## config.mk

```make
export PLATFORM = sky130hd
export DESIGN_NAME = hit_detect
export DESIGN_NICKNAME = d
export VERILOG_FILES = /design/src/rtl/hit_detect.sv
export SDC_FILE = /design/constraint.sdc
export NUM_CORES = 1
export LEC_CHECK = 0
export BUFFER_PORTS_ARGS = -buffer_cell sky130_fd_sc_hd__buf_4
export CAP_MARGIN = 20
export CORE_MARGIN = 5
export CORE_UTILIZATION = 40
export DETAILED_ROUTE_END_ITERATION = 16
export PLACE_DENSITY = 0.64
export SETUP_SLACK_MARGIN = 0.15
export SLEW_MARGIN = 20
export SYNTH_ARGS = -nofsm -noshare
export SYNTH_HDL_FRONTEND = slang
export SYNTH_SLANG_ARGS = --single-unit
export TNS_END_PERCENT = 1
```

## constraint.sdc

```tcl
create_clock -name clk -period 4.6 [get_ports clk]
set_input_delay 0.46 -clock clk [delete_from_list [all_inputs] [get_ports clk]]
set_output_delay 0.46 -clock clk [all_outputs]
set_load 0.05 [all_outputs]
```

## src/rtl/hit_detect.sv

```systemverilog
// Goose/bean collision detector: counts overlapping pixels per frame, decides
// hits at each frame boundary and keeps a saturating 4-digit BCD survival score.
module hit_detect #(
    parameter int HIT_THRESHOLD = 8,
    parameter int GRACE_FRAMES  = 30,
    parameter int SCORE_DIV     = 6
) (
    input  logic        clk,
    input  logic        reset,
    input  logic        video_on,
    input  logic        frame_tick,
    input  logic        goose,
    input  logic        bean,
    output logic        check_hit,
    output logic        hit_pulse,
    output logic [15:0] score_bcd,
    output logic [1:0]  state
);

    typedef enum logic [1:0] {
        GRACE = 2'd0,
        RUN   = 2'd1,
        HIT   = 2'd2
    } state_t;

    localparam state_t     RESET_STATE = (GRACE_FRAMES == 0) ? RUN : GRACE;
    localparam logic [11:0] OV_MAX     = 12'hFFF;
    localparam logic [11:0] THRESHOLD  = 12'(HIT_THRESHOLD);
    localparam logic [7:0]  GRACE_LAST = (GRACE_FRAMES == 0) ? 8'd0 : 8'(GRACE_FRAMES - 1);
    localparam logic [7:0]  SCORE_LAST = 8'(SCORE_DIV - 1);

    state_t      state_q,     state_n;
    logic [11:0] ov_cnt,      ov_cnt_n;
    logic [7:0]  frame_cnt,   frame_cnt_n;
    logic [15:0] score_q,     score_n;
    logic        hit_pulse_q, hit_pulse_n;
    logic        check_hit_q;
    logic        ov;

    // Ripple BCD increment that sticks at 9999 instead of rolling over.
    function automatic logic [15:0] bcd_inc(input logic [15:0] v);
        logic [15:0] r;
        logic        carry;
        r     = v;
        carry = 1'b1;
        if (v != 16'h9999) begin
            for (int i = 0; i < 4; i++) begin
                if (carry) begin
                    if (r[4*i +: 4] == 4'd9) begin
                        r[4*i +: 4] = 4'd0;
                    end else begin
                        r[4*i +: 4] = r[4*i +: 4] + 4'd1;
                        carry       = 1'b0;
                    end
                end
            end
        end
        return r;
    endfunction

    assign ov = video_on & goose & bean;

    always_ff @(posedge clk) begin
        if (reset) begin
            state_q     <= RESET_STATE;
            ov_cnt      <= 12'd0;
            frame_cnt   <= 8'd0;
            score_q     <= 16'h0000;
            hit_pulse_q <= 1'b0;
            check_hit_q <= 1'b0;
        end else begin
            state_q     <= state_n;
            ov_cnt      <= ov_cnt_n;
            frame_cnt   <= frame_cnt_n;
            score_q     <= score_n;
            hit_pulse_q <= hit_pulse_n;
            check_hit_q <= (state_n == HIT);
        end
    end

    // A tick closes the frame on the count accumulated so far; a pixel
    // overlapping in that same cycle seeds the next frame instead.
    always_comb begin
        state_n     = state_q;
        ov_cnt_n    = ov_cnt;
        frame_cnt_n = frame_cnt;
        score_n     = score_q;
        hit_pulse_n = 1'b0;

        if (frame_tick) begin
            ov_cnt_n = (state_q == RUN) ? {11'd0, ov} : 12'd0;
            case (state_q)
                GRACE: begin
                    if (frame_cnt == GRACE_LAST) begin
                        state_n     = RUN;
                        frame_cnt_n = 8'd0;
                    end else begin
                        frame_cnt_n = frame_cnt + 8'd1;
                    end
                end
                RUN: begin
                    if (ov_cnt >= THRESHOLD) begin
                        state_n     = HIT;
                        hit_pulse_n = 1'b1;
                    end else if (frame_cnt == SCORE_LAST) begin
                        frame_cnt_n = 8'd0;
                        score_n     = bcd_inc(score_q);
                    end else begin
                        frame_cnt_n = frame_cnt + 8'd1;
                    end
                end
                default: begin
                    state_n = HIT;
                end
            endcase
        end else if ((state_q == RUN) && ov && (ov_cnt != OV_MAX)) begin
            ov_cnt_n = ov_cnt + 12'd1;
        end
    end

    assign check_hit = check_hit_q;
    assign hit_pulse = hit_pulse_q;
    assign score_bcd = score_q;
    assign state     = state_q;

endmodule

```

# Word-level counts from Yosys, hierarchy flattened
# Cells that the tools add are included.
# W data, S select, Z words.
# totals
out_inout_bits	20
regBits	40
# op_classes
bitwise_logic	5
n_lt_le_gt_ge	1
n_reduce_logical	11
eq_ne	11
muxes	36
addsub	6
# ops
cell	count
$mux W12	2
$mux W8	3
$mux W1	22
$reduce_and A6 Y1	3
$add A4 B1 Y4 const B	4
$eq A4 B4 Y1 const B	4
$mux W4	4
$ne A16 B16 Y1 const B	1
$pmux W8 S2	1
$add A12 B1 Y12 const B	1
$ge A12 B4 Y1 const B	1
$ne A12 B12 Y1 const B	1
$add A8 B1 Y8 const B	1
$eq A8 B3 Y1 const B	1
$eq A8 B5 Y1 const B	1
$mux W2	3
$reduce_and A5 Y1	1
$pmux W2 S2	1
$reduce_bool A2 Y1	2
$not A1 Y1	3
$reduce_and A3 Y1	1
$reduce_or A3 Y1	1
$and A1 B1 Y1	2
$eq A2 B1 Y1 const B	1
other kinds (4)	5

# Longest topological paths before layout
# Gate-level depths: netlist of run 1.
# logic_depth
word_depth	20
mapped_depth	7
mapped_depth_nobuf	7

# Least setup slack after synthesis of run 1
# Ideal clock, no wire load.
# synth_timing
path_kind	reg2reg
from	register state_q[0] (netlist: state[0])
to	register score_q[11] (netlist: score_bcd[11])
period_less_slack_ps	2372
path_slack_ps	2228
path_stages_with_launch	6
setup_ps	62
t_arrival_ps	2310
cell_sequence	dfxtp_1 > and4bb_2 > nand4_2 > or4_4 > or4_1 > nand3_1
# synth_between
elab_chain_len	2
# synth_rtl
item	line	source
from (decl)	32	state_t state_q, state_n;
from (signal assigned)	72	state_q <= state_n;
$eq A2 B1 Y1	92	case (state_q)
$reduce_and A6 Y1 (no source line)	--	
to (signal assigned)	75	score_q <= score_n;
to (decl)	35	logic [15:0] score_q, score_n;
# Every way passes these cells.
# A chain may end at the register's enable or synchronous reset.

# Worst setup path after layout of run 1
# layout_timing
from	register frame_cnt[0]
to	register score_q[15] (netlist: score_bcd[15])
# layout_between
elab_chain_len	2
# layout_rtl
item	line	source
from (decl)	34	logic [7:0] frame_cnt, frame_cnt_n;
from (signal assigned)	74	frame_cnt <= frame_cnt_n;
$eq A8 B3 Y1	105	end else if (frame_cnt == SCORE_LAST) begin
$reduce_and A6 Y1 (no source line)	--	
# Every way passes these cells.

==> run summary, run 1 <==
FLOORPLAN
--------------------------------------------------------------------------------
Initial Util                                                               41.1%
Die Footprint                                                           7230 µm²
Core region area                                                        5470 µm²
Number of placement rows                                                      27
Horiz. Die Dim                                                           85.0 µm
Die height                                                               85.0 µm
Io pins                                                                       26

STA
--------------------------------------------------------------------------------
Worst slew pin tran                                                     0.711 ns
Final critical path time including I/O delays and setup                  2.36 ns
Max-slew headroom                                                          52.2%
Post-Route Setup TNS                                                        0 ns
Final Cycle Share                                                          51.3%
Maximum clock skew at final layout                                    0.00667 ns
Max Freq                                                               0.424 GHz
Endpoints failing setup                                                        0
Number of failing hold endpoints at the final stage                            0
Final Slew Violations                                                          0
RSZ-0062 raised after global routing                                          no

GLOBAL ROUTE
--------------------------------------------------------------------------------
Wire length of the first global-routing pass                             8.11 mm
Global Route Usage Sum                                                     13.5%
Pin count of the biggest net entering global routing                          40
Number of antenna violations at the first check in global routing              0
Via count of the first global-routing pass                                  1782
Global-route congestion overflow total                                         0

SETUP PATH
--------------------------------------------------------------------------------
Critical path class                                                 flop to flop
Cell class contributing the biggest share of worst-path delay       simple AND/OR/NAND/NOR gates
Reg-to-reg critical path endpoint                                   score_bcd[15]
Largest stage delay on the critical path                                 0.69 ns
Endpoint arrival time on the critical path                               2.54 ns
R2R setup slack                                                          2.24 ns
Sort of element at the end of the critical path                             flop
Critical path startpoint category                                           flop
Number of cells on the critical path                                           6
Worst-case reg-to-reg path depth                                               6
CP bufs+invs                                                                   0
Launch point of the worst path                                      frame_cnt[0]
Required time of the critical path                                       4.78 ns
Reg-to-Reg Start                                                    frame_cnt[0]
Crit path cell chain                                                ha_1 > nor4b_4 > nand2b_1 > nor4_2 > nand4_1 > mux2_2
Slowest CP cell                                                           nor4_2
Maximum fanout count along the critical path                                   8

DRT
--------------------------------------------------------------------------------
Vias/cell                                                                   5.43
Total vias in the final route                                               1923
Post-route antenna net violation count                                         0
Overall routed net length                                                4.68 mm
Number of detailed-routing iterations run before antenna repair                4
Routed len/inst                                                          13.2 µm
Final routed DRC violation total                                               0
Violation count after the first detailed-routing iteration                    83

MIN PATH
--------------------------------------------------------------------------------
Start point of the worst min-delay path                               frame_tick
Endpoint of the worst hold-timing path                                  state[1]
Tightest Hold Check Type                                            input pin to flop
Worst hold path stage count                                                    3

POWER AND IR DROP
--------------------------------------------------------------------------------
Cell leakage power                                                   0.000943 µW
Worst voltage drop across the vdd grid                                    172 µV
Power density relative to cell area                                   245 nW/µm²

PLACE
--------------------------------------------------------------------------------
Routability congestion estimate from global placement                      0.800
Placed inst area                                                        2470 µm²
Estimated wirelength of the detail-placed design                         3.33 mm
Number of buffers added on ports                                              25

SYNTH
--------------------------------------------------------------------------------
Number of synthesized flops with an enable pin                                 0
Number of nets produced by synthesis                                         271
Count of unique library cells instantiated by Yosys                           59
Count of mapped cells out of synthesis                                       261
Post-synthesis area per instance                                        8.62 µm²
Count of state elements after synthesis                                       40
Combined area of all synthesized cells                                  2250 µm²
Total of warnings raised by yosys                                              0
Main flop type after synthesis                                           dfxtp_1
Sequential share of the synthesized area                                   35.6%
Share of async-settable or async-resettable flops after synthesis             0%

CLOCKING
--------------------------------------------------------------------------------
Buffers inserted by post-CTS timing repair                                     0
Buffer depth of the longest clock path                                         2
Clock slew at reported path FFs                                          0.08 ns
Hold Buf Count CTS                                                             0
# clock sinks                                                                 40
Insertion delay to the later sink of the worst-skew pair                 0.30 ns
Total CTS buffers                                                              5
Clock tree from TritonCTS                                                    yes
Post-CTS Resized                                                               0
Depth of the CTS H-tree                                                        2
Root buffer cell                                                        clkbuf_8

LAYOUT
--------------------------------------------------------------------------------
Layout area overhead                                                       13.8%
Number of antenna repair diodes                                                0
Final #Nets                                                                  291
Fraction of final layout cells with drive strength greater than 1          20.9%
Final design area excluding fillers                                     2560 µm²

STATUS
--------------------------------------------------------------------------------
Outcome                                                             finished clean

JOB
--------------------------------------------------------------------------------
Max-Cap Viols                                                                  0

[through the flow]
stage               std cells  util (%)  hold WS [ns]  setup WS, ns  power, µW
floorplan                 261         -         0.486          2.23        381
global route              354      46.8         0.476          2.03        656
global placement          346      45.1         0.495          2.34        390
CTS                       354      46.8         0.458          2.20        637
detailed placement        346      45.1         0.518          2.24        391
finish                    354      46.8         0.470          2.24        627
[cells in the final DEF (no fill, tap or decap), types with 2 or more instances in the layout]
cell type  count
clkinv_2       2
xor2_1         4
and2_1         2
nand4_1        7
a21oi_1       18
nor4b_1        2
nor3_1         9
mux2_2         3
nor2_1        26
nor2b_1        6
or2b_2         3
a31oi_1        3
a2111oi_0      2
nand2b_1       4
a31o_2         2
or2_2          4
and3_1         5
dfxtp_1       40
nor4b_4        2
nand3b_1       2
nand2_1       15
clkbuf_8       6
or4_1          5
and3_2         2
nor3b_1        3
buf_4         25
xnor2_1       10
and4_1         2
nand3_1       13
o21ai_0        9
o31ai_1        2
a41o_1         2
inv_1         10
mux2i_1        5
ha_1           4
[area by class of cell]
| type | instances | area, µm² |
|---|---|---|
| multi-input cells | 199 | 1350 |
| inverters | 10 | 37.5 |
| repair buffers | 25 | 188 |
| clock inverters | 2 | 10.0 |
| clock buffers | 6 | 82.6 |
| well taps | 72 | 90.1 |
| flip-flops and latches | 40 | 801 |
| fillers | 568 | 2910 |
[routing by layer]
metal / share of wire (%) / track usage (%) / wire length [µm] / vias up
met2: 46 / 21.3 / 2140 / 25
met3: 2.5 / 3.11 / 115 / 7
li1: - / - / - / 984
met5: 0 / 0 / 0 / -
met4: 1.6 / 5.18 / 74 / 0
met1: 50 / 17.8 / 2350 / 907
[how the worst max path moves through the flow]
| stage | end |
|---|---|
| after floorplan | score_bcd[11] |
| after global placement | score_bcd[15] |
| after detailed placement | score_bcd[15] |
| after CTS | score_bcd[15] |
| after global routing | score_bcd[15] |
| final | score_bcd[15] |
[worst reg2reg max path, cell delays in order (launching register included)]
cell	delay, ns
dfxtp_1	0.45
ha_1	0.19
nor4b_4	0.26
nand2b_1	0.18
nor4_2	0.69
nand4_1	0.19
mux2_2	0.30
[registers in the layout (all words and copies together) (netlist names)]
| name | count |
|---|---|
| check_hit | 1 |
| hit_pulse | 1 |
| frame_cnt | 8 |
| score_bcd | 16 |
| ov_cnt | 12 |
| state | 2 |
[synthesized netlist by cell type, types with 3 or more instances]
| cell type | instances | area, µm² |
|---|---|---|
| dfxtp_1 | 40 | 801 |
| nor2_1 | 26 | 97.6 |
| a21oi_1 | 18 | 90.1 |
| nand2_1 | 15 | 56.3 |
| nand3_1 | 13 | 65.1 |
| inv_1 | 10 | 37.5 |
| xnor2_1 | 10 | 87.6 |
| clkbuf_1 | 9 | 33.8 |
| nor3_1 | 9 | 45.0 |
| o21ai_0 | 9 | 45.0 |
| nand4_1 | 7 | 43.8 |
| nor2b_1 | 6 | 37.5 |
| and3_1 | 5 | 31.3 |
| mux2i_1 | 5 | 50.1 |
| or4_1 | 5 | 37.5 |
| ha_1 | 4 | 50.1 |
| nand2b_1 | 4 | 25.0 |
| or2_2 | 4 | 25.0 |
| xor2_1 | 4 | 35.0 |
| a31oi_1 | 3 | 18.8 |
| mux2_2 | 3 | 33.8 |
| nor3b_1 | 3 | 22.5 |
| or2b_2 | 3 | 26.3 |
[where the power goes]
group | internal (µW) | switching (µW) | leakage, µW
combinational | 11.6 | 19.1 | 0.000569
clock | 120 | 125 | 0.0000510
sequential | 348 | 3.43 | 0.000323
total | 480 | 147 | 0.000943
[cells by family (layout without fill, tap and decap cells)]
family | count (synthesis) | after routing | synth area share [%]
buffers and inverters | 22 | 43 | 4.34
muxes | 8 | 8 | 3.72
adders and majority gates | 4 | 4 | 2.22
DFF | 40 | 40 | 35.6
AOI/OAI and AO/OA | 50 | 50 | 15.1
xor gates and xnor gates | 14 | 14 | 5.45
and+or+nand+nor | 123 | 123 | 33.6
Power figures use the tool's default switching activity.
==> run 2, diff against run 1 <==
ABC_AREA = 1   (was default)
clock period = 2.3 ns   (was 4.6 ns; I/O delays follow)
==> run 2 against run 1 <==
Effect of this change:
- first-iteration DRC count is 24% higher
- cell area is 5.0% higher
- critical endpoint is now ov_cnt[4]
- clock power is 100% higher
- synthesized area is 4.6% higher
- setup slack worse by 1.8 ns
- clock skew hardly changed
- synthesized cell count is 40% higher
- register-to-register slack worse by 1.8 ns
- sequential share of layout area is 1.5 points lower
- sequential power is 99% higher
- utilization is 0.56 points lower
- non-clock buffer count stayed put
==> run summary, run 2 <==
STATUS
-------------------------------------------------------------------------------------
Outcome                                                                  finished clean

POWER AND IR DROP
-------------------------------------------------------------------------------------
Switching share of power                                                        24.3%
Power density relative to cell area                                        470 nW/µm²
Cell-internal power                                                            957 µW
Worst voltage drop across the vdd grid                                         217 µV
Combinational share of power                                                     5.3%
Cell leakage power                                                         0.00101 µW
Power after layout                                                            1260 µW
Sw Pwr                                                                         306 µW
Sequential group share of total power                                           55.5%
Proportion of power drawn by the clock network                                  39.2%

CLOCKING
-------------------------------------------------------------------------------------
Clock slew at reported path FFs                                               0.08 ns
Buffer depth of the longest clock path                                              2
Depth of the CTS H-tree                                                             2
Clock tree from TritonCTS                                                         yes
# clock sinks                                                                      40
Total CTS buffers                                                                   5
Insertion delay to the later sink of the worst-skew pair                      0.29 ns
Root buffer cell                                                             clkbuf_8
Hold Buf Count CTS                                                                  0

STA
-------------------------------------------------------------------------------------
Worst Hold Slack                                                             0.254 ns
Final Slew Violations                                                               0
RSZ-0062 raised after global routing                                               no
Final Cycle Share                                                               80.3%
Number of failing hold endpoints at the final stage                                 0
Maximum clock skew at final layout                                         0.00633 ns
Post-Route Setup TNS                                                             0 ns
Final critical path time including I/O delays and setup                       1.85 ns
Final worst-path setup slack                                                 0.452 ns
Max-slew headroom                                                               69.1%
Endpoints failing setup                                                             0
Worst slew pin tran                                                          0.461 ns
Max Freq                                                                    0.541 GHz

SYNTH
-------------------------------------------------------------------------------------
Main flop type after synthesis                                                dfxtp_1
Share of async-settable or async-resettable flops after synthesis                  0%
Most numerous cell types in the synthesized netlist                      nand2_1 (99), inv_1 (43), dfxtp_1 (40)
Combined area of all synthesized cells                                       2350 µm²
Combinational family with the most area after synthesis                  simple AND/OR/NAND/NOR gates
Multiplexer share of the synthesized area                                          0%
Post-synthesis area per instance                                             6.43 µm²
Main area contributors after synthesis                                   dfxtp_1 (34%), nand2_1 (16%), nand3_1 (7.7%), inv_1 (6.9%), nor2_1 (6.2%)
Top-area cell type share of the netlist area                                    34.0%
Count of mapped cells out of synthesis                                            366
Total of warnings raised by yosys                                                   0
Count of state elements after synthesis                                            40
Xor and xnor area share after synthesis                                         3.35%
Cell with the most instances after synthesis                                  nand2_1
Synth Area in Compound Gates                                                    10.8%
Number of synthesized flops with an enable pin                                      0
Fraction of the mapped netlist area in adder cells                              2.13%
Number of nets produced by synthesis                                              376
Sequential share of the synthesized area                                        34.0%
Count of unique library cells instantiated by Yosys                                29
Cell type contributing the most total cell area after synthesis               dfxtp_1
Post-synthesis simple-gate area fraction                                        40.3%

SETUP PATH
-------------------------------------------------------------------------------------
Cell class contributing the biggest share of worst-path delay            simple AND/OR/NAND/NOR gates
Cell repeated most along the worst path                                        nor2_1
Largest stage delay on the critical path                                      0.40 ns
Crit path cell chain                                                     ha_1 > nand2_1 > nor2_1 > inv_2 > nor2_4 > nand2_1 > nand2_2 > nor2_1 > o21ai_0 > nor2_1
Critical path class                                                      flop to flop
Sort of element at the end of the critical path                                  flop
Reg-to-Reg Start                                                            ov_cnt[0]
CP bufs+invs                                                                        1
Endpoint arrival time on the critical path                                    2.04 ns
Critical path startpoint category                                                flop
Slowest CP cell                                                               dfxtp_1
Launch point of the worst path                                              ov_cnt[0]
R2R setup slack                                                               0.45 ns
Worst-case reg-to-reg path depth                                                   10
Reg-to-reg critical path endpoint                                           ov_cnt[4]
Required time of the critical path                                            2.49 ns
Maximum fanout count along the critical path                                       11

FLOORPLAN
-------------------------------------------------------------------------------------
Die Footprint                                                                7520 µm²
Number of placement rows                                                           28
Core region area                                                             5820 µm²
Io pins                                                                            26
Die height                                                                    86.7 µm
Horiz. Die Dim                                                                86.7 µm
Initial Util                                                                    40.5%

DRT
-------------------------------------------------------------------------------------
Vias/cell                                                                        4.92
Post-route antenna net violation count                                              0
Overall routed net length                                                     5.20 mm
Number of detailed-routing iterations run before antenna repair                     4
Routed len/inst                                                               11.1 µm
Final routed DRC violation total                                                    0
Violation count after the first detailed-routing iteration                        103
Total vias in the final route                                                    2296

GLOBAL ROUTE
-------------------------------------------------------------------------------------
Global-route congestion overflow total                                              0
Wire length of the first global-routing pass                                  9.09 mm
Number of antenna violations at the first check in global routing                   0
Global Route Usage Sum                                                          14.8%
Via count of the first global-routing pass                                       2065
Pin count of the biggest net entering global routing                               28

MIN PATH
-------------------------------------------------------------------------------------
Endpoint of the worst hold-timing path                                       state[1]
Start point of the worst min-delay path                                    frame_tick
Worst hold path stage count                                                         3
Tightest Hold Check Type                                                 input pin to flop

LAYOUT
-------------------------------------------------------------------------------------
Number of antenna repair diodes                                                     0
Max FFs per register                                                               16
Multi-input gate area in the final layout                                    1330 µm²
Layout area overhead                                                            14.2%
Final #Nets                                                                       401
Leading cell types in the layout, fill and taps excluded                 nand2_1 (98), inv_1 (43), dfxtp_1 (40), nor2_1 (39), nand3_1 (36)
Total area of sequential cells                                                801 µm²
Most frequent standard cell in the layout excluding fill and tap cells        nand2_1
Fraction of final layout cells with drive strength greater than 1               15.1%
Filler cell count in the final layout                                             617
Final core occ                                                                  46.2%

JOB
-------------------------------------------------------------------------------------
Max-Cap Viols                                                                       0

PLACE
-------------------------------------------------------------------------------------
Worst slack at placement                                                     0.378 ns
Number of buffers added on ports                                                   25
Estimated wirelength of the detail-placed design                              3.82 mm
Routability congestion estimate from global placement                           0.784

## run 2: kinds of logic after synthesis
family	Yosys count
and+or+nand+nor	212
adders and majority gates	4
xor gates and xnor gates	9
AOI/OAI and AO/OA	46
DFF	40
buffers and inverters	55
## run 2: worst max path at each step
stage | endpoint | slack, ns | cells after the start
floorplan | score_bcd[8] | 0.61 | 7
global placement | ov_cnt[4] | 0.45 | 10
detailed placement | ov_cnt[4] | 0.38 | 10
CTS | ov_cnt[4] | 0.36 | 10
global route | ov_cnt[4] | 0.26 | 10
finish | ov_cnt[4] | 0.45 | 10
## run 2: layout make-up
class	instances	share of cell area (%)
inverter	48	6.70
multi-input combinational	271	49.6
clock buffer	6	3.07
clock inverter	2	0.372
tap	75	3.49
sequential	40	29.8
timing repair buffer	25	6.98
## run 2: through the flow
stage                     area [µm²]  cells
after detailed placement        2590    459
after global routing            2690    467
after floorplan                 2350    366
after CTS                       2690    467
final                           2690    467
after global placement          2590    459
## run 2: repair_timing
action,4_1_cts,5_1_grt
setup endpoints to repair,0,1
gates resized for setup,0,1
setup buffers,0,0
## run 2: power groups by stage
stage               Sequential [µW]  Combinational, µW  Clock, µW
floorplan                       725               38.2          0
global placement                718               67.1          0
detailed placement              718               68.0          0
CTS                             702               67.6        518
global route                    703               74.5        555
finish                          702               67.0        495
## run 2: worst min-delay path, stage by stage
cell and delay, ns:
buf_4 0.12, o211ai_1 0.11, inv_1 0.06
## run 2: per-layer routing
layer | part of all wire (%) | track usage (%) | vias to the layer above
li1 | - | - | 1223
met1 | 50 | 19.5 | 1033
met2 | 46 | 23.7 | 34
met3 | 3.4 | 2.47 | 6
met4 | 1.2 | 6.23 | 0
met5 | 0 | 0 | -
